File: src/rtl/rpn_issue_ctrl.sv
// rpn_issue_ctrl: issue controller for the stack-based ALU.
// Buffers RPN tokens in a small FIFO and tracks the ALU stack depth.
// It issues one push/add/mul/pop per cycle and returns one result beat
// per expression, with overflow and error status.
// Optional macro RPN_OVF_ABORT_EN: an overflow aborts the expression and
// drains the ALU stack, reporting an error.
module rpn_issue_ctrl #(
  parameter int N          = 4,
  parameter int DEPTH      = 8,
  parameter int FIFO_DEPTH = 4
) (
  input  logic         clk,
  input  logic         rst_n,
  input  logic         tok_valid,
  output logic         tok_ready,
  input  logic [1:0]   tok_kind,
  input  logic [N-1:0] tok_data,
  output logic [2:0]   alu_opcode,
  output logic [N-1:0] alu_data,
  input  logic [N-1:0] alu_result,
  input  logic         alu_overflow,
  output logic         res_valid,
  input  logic         res_ready,
  output logic [N-1:0] res_data,
  output logic         res_overflow,
  output logic         res_err,
  output logic         busy
);

  localparam int DW = $clog2(DEPTH + 1);
  localparam int AW = $clog2(FIFO_DEPTH);

  localparam logic [2:0] OP_NOP  = 3'b000;
  localparam logic [2:0] OP_PUSH = 3'b110;
  localparam logic [2:0] OP_ADD  = 3'b100;
  localparam logic [2:0] OP_MUL  = 3'b101;
  localparam logic [2:0] OP_POP  = 3'b111;

  localparam logic [1:0] K_OPND = 2'b00;
  localparam logic [1:0] K_ADD  = 2'b01;
  localparam logic [1:0] K_MUL  = 2'b10;
  localparam logic [1:0] K_END  = 2'b11;

  typedef enum logic [1:0] {IDLE, WAIT, RESULT, DRAIN} state_t;

  state_t         state, state_next;
  logic [DW-1:0]  depth, depth_next;
  logic [2:0]     opcode_next;
  logic [N-1:0]   data_next;
  logic           wait_phase, wait_phase_next;
  logic           end_seen, end_seen_next;
  logic           arith_exec, arith_exec_next;
  logic           ovf_flag, ovf_flag_next;
  logic           res_valid_next, res_overflow_next, res_err_next;
  logic [N-1:0]   res_data_next;

  logic [N+1:0]   mem [FIFO_DEPTH];
  logic [AW:0]    wr_ptr, rd_ptr;
  logic           fifo_empty, fifo_full, fifo_push, fifo_pop;
  logic [1:0]     head_kind;
  logic [N-1:0]   head_data;
  logic           ovf_sample, abort_now;

  assign fifo_empty = (wr_ptr == rd_ptr);
  assign fifo_full  = (wr_ptr[AW] != rd_ptr[AW]) && (wr_ptr[AW-1:0] == rd_ptr[AW-1:0]);
  assign tok_ready  = rst_n && (!fifo_full || fifo_pop);
  assign fifo_push  = tok_valid && tok_ready;
  assign {head_kind, head_data} = mem[rd_ptr[AW-1:0]];
  assign busy       = (state != IDLE) || !fifo_empty;

  // The ALU flags overflow one cycle after it executes an add/mul.
  assign ovf_sample = arith_exec && alu_overflow;
`ifdef RPN_OVF_ABORT_EN
  assign abort_now  = ovf_sample;
`else
  assign abort_now  = 1'b0;
`endif

  // Token storage; payload is not reset, validity comes from the pointers.
  always_ff @(posedge clk) begin
    if (fifo_push) mem[wr_ptr[AW-1:0]] <= {tok_kind, tok_data};
  end

  // FIFO pointers wrap naturally modulo FIFO_DEPTH, with one extra bit for full/empty.
  always_ff @(posedge clk or negedge rst_n) begin
    if (!rst_n) begin
      wr_ptr <= '0;
      rd_ptr <= '0;
    end else begin
      if (fifo_push) wr_ptr <= wr_ptr + 1'b1;
      if (fifo_pop)  rd_ptr <= rd_ptr + 1'b1;
    end
  end

  // Controller state and every registered output.
  always_ff @(posedge clk or negedge rst_n) begin
    if (!rst_n) begin
      state        <= IDLE;
      depth        <= '0;
      alu_opcode   <= OP_NOP;
      alu_data     <= '0;
      wait_phase   <= 1'b0;
      end_seen     <= 1'b0;
      arith_exec   <= 1'b0;
      ovf_flag     <= 1'b0;
      res_valid    <= 1'b0;
      res_data     <= '0;
      res_overflow <= 1'b0;
      res_err      <= 1'b0;
    end else begin
      state        <= state_next;
      depth        <= depth_next;
      alu_opcode   <= opcode_next;
      alu_data     <= data_next;
      wait_phase   <= wait_phase_next;
      end_seen     <= end_seen_next;
      arith_exec   <= arith_exec_next;
      ovf_flag     <= ovf_flag_next;
      res_valid    <= res_valid_next;
      res_data     <= res_data_next;
      res_overflow <= res_overflow_next;
      res_err      <= res_err_next;
    end
  end

  // Next-state logic: issue tokens, guard stack depth, drain after errors, and hold the result.
  always_comb begin
    state_next        = state;
    depth_next        = depth;
    opcode_next       = OP_NOP;
    data_next         = '0;
    wait_phase_next   = wait_phase;
    end_seen_next     = end_seen;
    arith_exec_next   = (alu_opcode == OP_ADD) || (alu_opcode == OP_MUL);
    ovf_flag_next     = ovf_flag || ovf_sample;
    res_valid_next    = res_valid;
    res_data_next     = res_data;
    res_overflow_next = res_overflow;
    res_err_next      = res_err;
    fifo_pop          = 1'b0;

    case (state)
      IDLE: begin
        if (abort_now) begin
          state_next    = DRAIN;
          end_seen_next = 1'b0;
        end else if (!fifo_empty) begin
          fifo_pop = 1'b1;
          case (head_kind)
            K_OPND: begin
              if (depth == DW'(DEPTH)) begin
                state_next    = DRAIN;
                end_seen_next = 1'b0;
              end else begin
                opcode_next = OP_PUSH;
                data_next   = head_data;
                depth_next  = depth + DW'(1);
              end
            end
            K_ADD, K_MUL: begin
              if (depth < DW'(2)) begin
                state_next    = DRAIN;
                end_seen_next = 1'b0;
              end else begin
                opcode_next = (head_kind == K_ADD) ? OP_ADD : OP_MUL;
                depth_next  = depth - DW'(1);
              end
            end
            default: begin
              if (depth != DW'(1)) begin
                state_next    = DRAIN;
                end_seen_next = 1'b1;
              end else begin
                opcode_next     = OP_POP;
                depth_next      = '0;
                wait_phase_next = 1'b0;
                state_next      = WAIT;
              end
            end
          endcase
        end
      end

      WAIT: begin
        if (abort_now) begin
          state_next      = DRAIN;
          end_seen_next   = 1'b1;
          wait_phase_next = 1'b0;
        end else if (!wait_phase) begin
          wait_phase_next = 1'b1;
        end else begin
          wait_phase_next   = 1'b0;
          res_valid_next    = 1'b1;
          res_data_next     = alu_result;
          res_overflow_next = ovf_flag || ovf_sample;
          res_err_next      = 1'b0;
          state_next        = RESULT;
        end
      end

      DRAIN: begin
        if (depth != '0) begin
          opcode_next = OP_POP;
          depth_next  = depth - DW'(1);
        end
        if (!end_seen && !fifo_empty) begin
          fifo_pop = 1'b1;
          if (head_kind == K_END) end_seen_next = 1'b1;
        end
        if ((depth == '0) && end_seen) begin
          res_valid_next    = 1'b1;
          res_data_next     = '0;
          res_overflow_next = ovf_flag || ovf_sample;
          res_err_next      = 1'b1;
          state_next        = RESULT;
        end
      end

      default: begin
        if (res_ready) begin
          res_valid_next    = 1'b0;
          res_data_next     = '0;
          res_overflow_next = 1'b0;
          res_err_next      = 1'b0;
          ovf_flag_next     = 1'b0;
          end_seen_next     = 1'b0;
          state_next        = IDLE;
        end
      end
    endcase
  end

endmodule

File: config.mk
export PLATFORM = sky130hd
export DESIGN_NAME = rpn_issue_ctrl
export DESIGN_NICKNAME = d
export VERILOG_FILES = /design/src/rtl/rpn_issue_ctrl.sv
export SDC_FILE = /design/constraint.sdc
export NUM_CORES = 1
export LEC_CHECK = 0
export CAP_MARGIN = 20
export CORE_MARGIN = 5
export CORE_UTILIZATION = 56
export DETAILED_ROUTE_END_ITERATION = 12
export GPL_ROUTABILITY_DRIVEN = 1
export GPL_TIMING_DRIVEN = 0
export PLACE_DENSITY_LB_ADDON = 0.12
export SETUP_SLACK_MARGIN = 0.05
export SYNTH_ARGS = -nofsm -noshare
export SYNTH_HDL_FRONTEND = slang
export SYNTH_SLANG_ARGS = --single-unit
File: constraint.sdc
create_clock -name clk -period 3.71 [get_ports clk]
set_clock_uncertainty 0.15 [all_clocks]
set_input_delay 0.371 -clock clk [delete_from_list [all_inputs] [get_ports clk]]
set_output_delay 0.371 -clock clk [all_outputs]
set_load 0.03 [all_outputs]
==> out/qor.yml <==
clock_network:
  clkSlewWorstSetupHoldPaths_ps: 100
  cts_max_level: 2
  hold_buffers: 1
  cts_resized: 0
  clk-insertion-delay-late_ps: 300
  clockRootBuffer: "clkbuf_8"
  cts_setup_buffers: 0
  clockBufferDepth: 2
  cts_tree: "built"
  cts.sinks: 54
  cts_inserted_buffers: 5
sta:
  setup_slack_ps: 703.9
  maxSlewHeadroom: 0.5426
  hold_slack_ps: 279.1
  fmax_ghz: 0.3327
  period_needed_ps: 3006
  finalMaxSlewViolations: 0
  rsz0062_at_grt: "false"
  finalSetupTns_ps: 0
  hold_violations: 0
  tightest_slew_ps: 686.1
  period_share: 0.8103
  finalSetupViolations: 0
synth:
  synth_cells: 225
  syn_nets: 256
  syn_avg_cell_area_um2: 12.48
  syn-cell-area_um2: 2809
  ys_types: 47
  yosysTopAreaCell: "dfrtp_1"
  synth_edf_count: 24
  seq_area_frac_synth: 0.5238
  synthArstFlopShare: 0.5556
  synthFlopType: "dfrtp_1"
  synthTopCellsByArea: "dfrtp_1 27%, edfxtp_1 26%, ha_1 7.1%"
  netlist.area_leader.share: 0.2673
  yosysWarnings: 0
  ys_ff_latch: 54
global_routing:
  grt_pass1_vias: 1835
  grtUsageTotal: 0.1677
  overflow: 0
  grt_start_max_net_pins: 33
  grt_pass1_wl_mm: 8.424
  antenna_found_initial: 0
finish:
  layout-drive-gt1-share: 0.1098
  post-route-util: 0.6928
  areaGrowthSynthToFinish_pct: 18.04
  mostFrequentLayoutCell: "dfrtp_1"
  fin_nets: 294
  fillers: 352
  n_antenna_cell: 0
  layout_common_cells: "30 x dfrtp_1, 29 x clkdlybuf4s50_1, 24 x edfxtp_1"
worst_setup_path:
  cpMaxStageDelayCell: "mux4_1"
  cp_cell_sequence: "buf_6 -> mux4_1 -> inv_1 -> ha_1 -> and4bb_2 -> o31ai_1 -> or4_1 -> a31oi_1 -> o22ai_1"
  endpoint_kind: "register"
  critPathLaunchType: "register"
  reg2regPathDepth: 9
  path_buf_inv: 2
  cp_max_fo: 8
  arrival_ps: 3040
  crit_required_ps: 3740
  slowest_delay_ps: 620
  critPathTopFamily: "simple AND/OR/NAND/NOR gates"
  cp-startpoint: "rd_ptr[0]"
  cp.depth: 9
  path_class: "register to register"
  r2r-start: "rd_ptr[0]"
job:
  max-cap-violations: 0
floorplan:
  die_w_um: 80.83
  io_pins: 31
  placementRows: 25
  start_util: 0.5869
  dieArea_um2: 6533
  core_um2: 4786
  fp.dieH_um: 80.83
drt:
  drt_iter0_drc: 157
  totalWireLength_mm: 5.062
  ant_nets: 0
  viasPerCell: 5.526
  drc_errors: 0
  wl_per_cell_um: 15.29
  vias: 1829
  drtPass1Iterations: 4
min_path:
  worstHoldPathType: "register to register"
  worstHoldStart: "alu_opcode[1]"
  whs_path_depth: 1
pwr:
  p_leak_uw: 0.001369
  powerDensity_nw_per_um2: 882.4
  peakVddDrop_v: 0.0003727
  finalPower_uw: 2926
outcome:
  outcome: "complete, no violations"
placed_design:
  port_buffers: 30
  place_ws_ps: 765.6
  hpwl_mm: 3.780
  gp_congestion: 0.8785
==> cell usage after synthesis (2+ instances only) <==
master and n:
a31oi_1 6, nor3_1 3, or3_1 2, o22ai_1 3, nor4_1 2, buf_4 2, edfxtp_1 24, dfrtp_1 30
o31ai_1 5, xnor2_1 3, nand3_1 5, inv_1 18, a41oi_1 2, nor2_1 9, nor3b_1 2, and2_1 4
nor2b_1 9, and3_1 2, o21ai_0 7, ha_1 16, a21oi_1 8, mux2_2 5, mux2i_1 7, xnor2_2 2
xor2_1 3, clkbuf_1 2, buf_6 3, mux4_1 6, nand2_1 16, nand2b_1 2
==> stage by stage <==
step	std cells	cell area, um2
floorplan	225	2809
global placement	322	3193
detailed placement	322	3188
CTS	331	3316
global route	331	3316
finish	331	3316
==> worst paths after layout <==
path                               endpoint  slack, ps
max in group asynchronous       res_data[1]       2480
worst max register to register     end_seen        700
worst min register to register   arith_exec        280
min in group asynchronous          depth[2]        490
worst max-delay path               end_seen        700
worst min-delay path             arith_exec        280
==> sequential cells by signal (all words and copies together), names as in the netlist <==
register      flops
ovf_flag          1
res_err           1
res_valid         1
rd_ptr            3
state             2
alu_data          4
res_overflow      1
res_data          4
mem              24
end_seen          1
depth             4
arith_exec        1
wait_phase        1
wr_ptr            3
alu_opcode        3
==> worst reg2reg max path, stage by stage, from the launching register on <==
cell and delay, ps:
dfrtp_1 390, buf_6 160, mux4_1 630, inv_1 90, ha_1 290, and4bb_2 340, o31ai_1 120, or4_1 430
a31oi_1 200, o22ai_1 90
==> power by group <==
group | internal, uW | switching [uW] | total, uW
registers | 792 | 111 | 904
logic | 719 | 897 | 1620
clock network | 206 | 200 | 406
total | 1720 | 1210 | 2930
==> cells by family after synthesis <==
logic type | after synthesis | share of synthesized area
AND/OR/NAND/NOR | 63 | 0.1220
adder cells (fa/ha/maj) | 16 | 0.07127
XOR/XNOR | 8 | 0.03029
flip-flops | 54 | 0.5238
multiplexers | 19 | 0.1091
buffers and inverters | 26 | 0.04587
AO/OA/AOI/OAI | 39 | 0.09756
==> layout make-up <==
cell class,instances,area [um2],area share
multi-input cells,145,1209,0.3645
repair buffers,31,305.3,0.09208
clock inverters,3,48.80,0.01472
clock buffers,5,68.82,0.02075
inverters,18,67.56,0.02038
flip-flops and latches,54,1471,0.4438
plain buffers,8,61.31,0.01849
well taps,67,83.83,0.02528
==> metal layers <==
layer / global-route usage / wire (um) / vias up
li1: - / - / 894
met1: 0.2012 / 2108 / 892
met2: 0.3030 / 2726 / 39
met3: 0.02882 / 179 / 4
met4: 0.05743 / 46 / 0
met5: 0 / 0 / -
(Power assumes the default switching activity.)
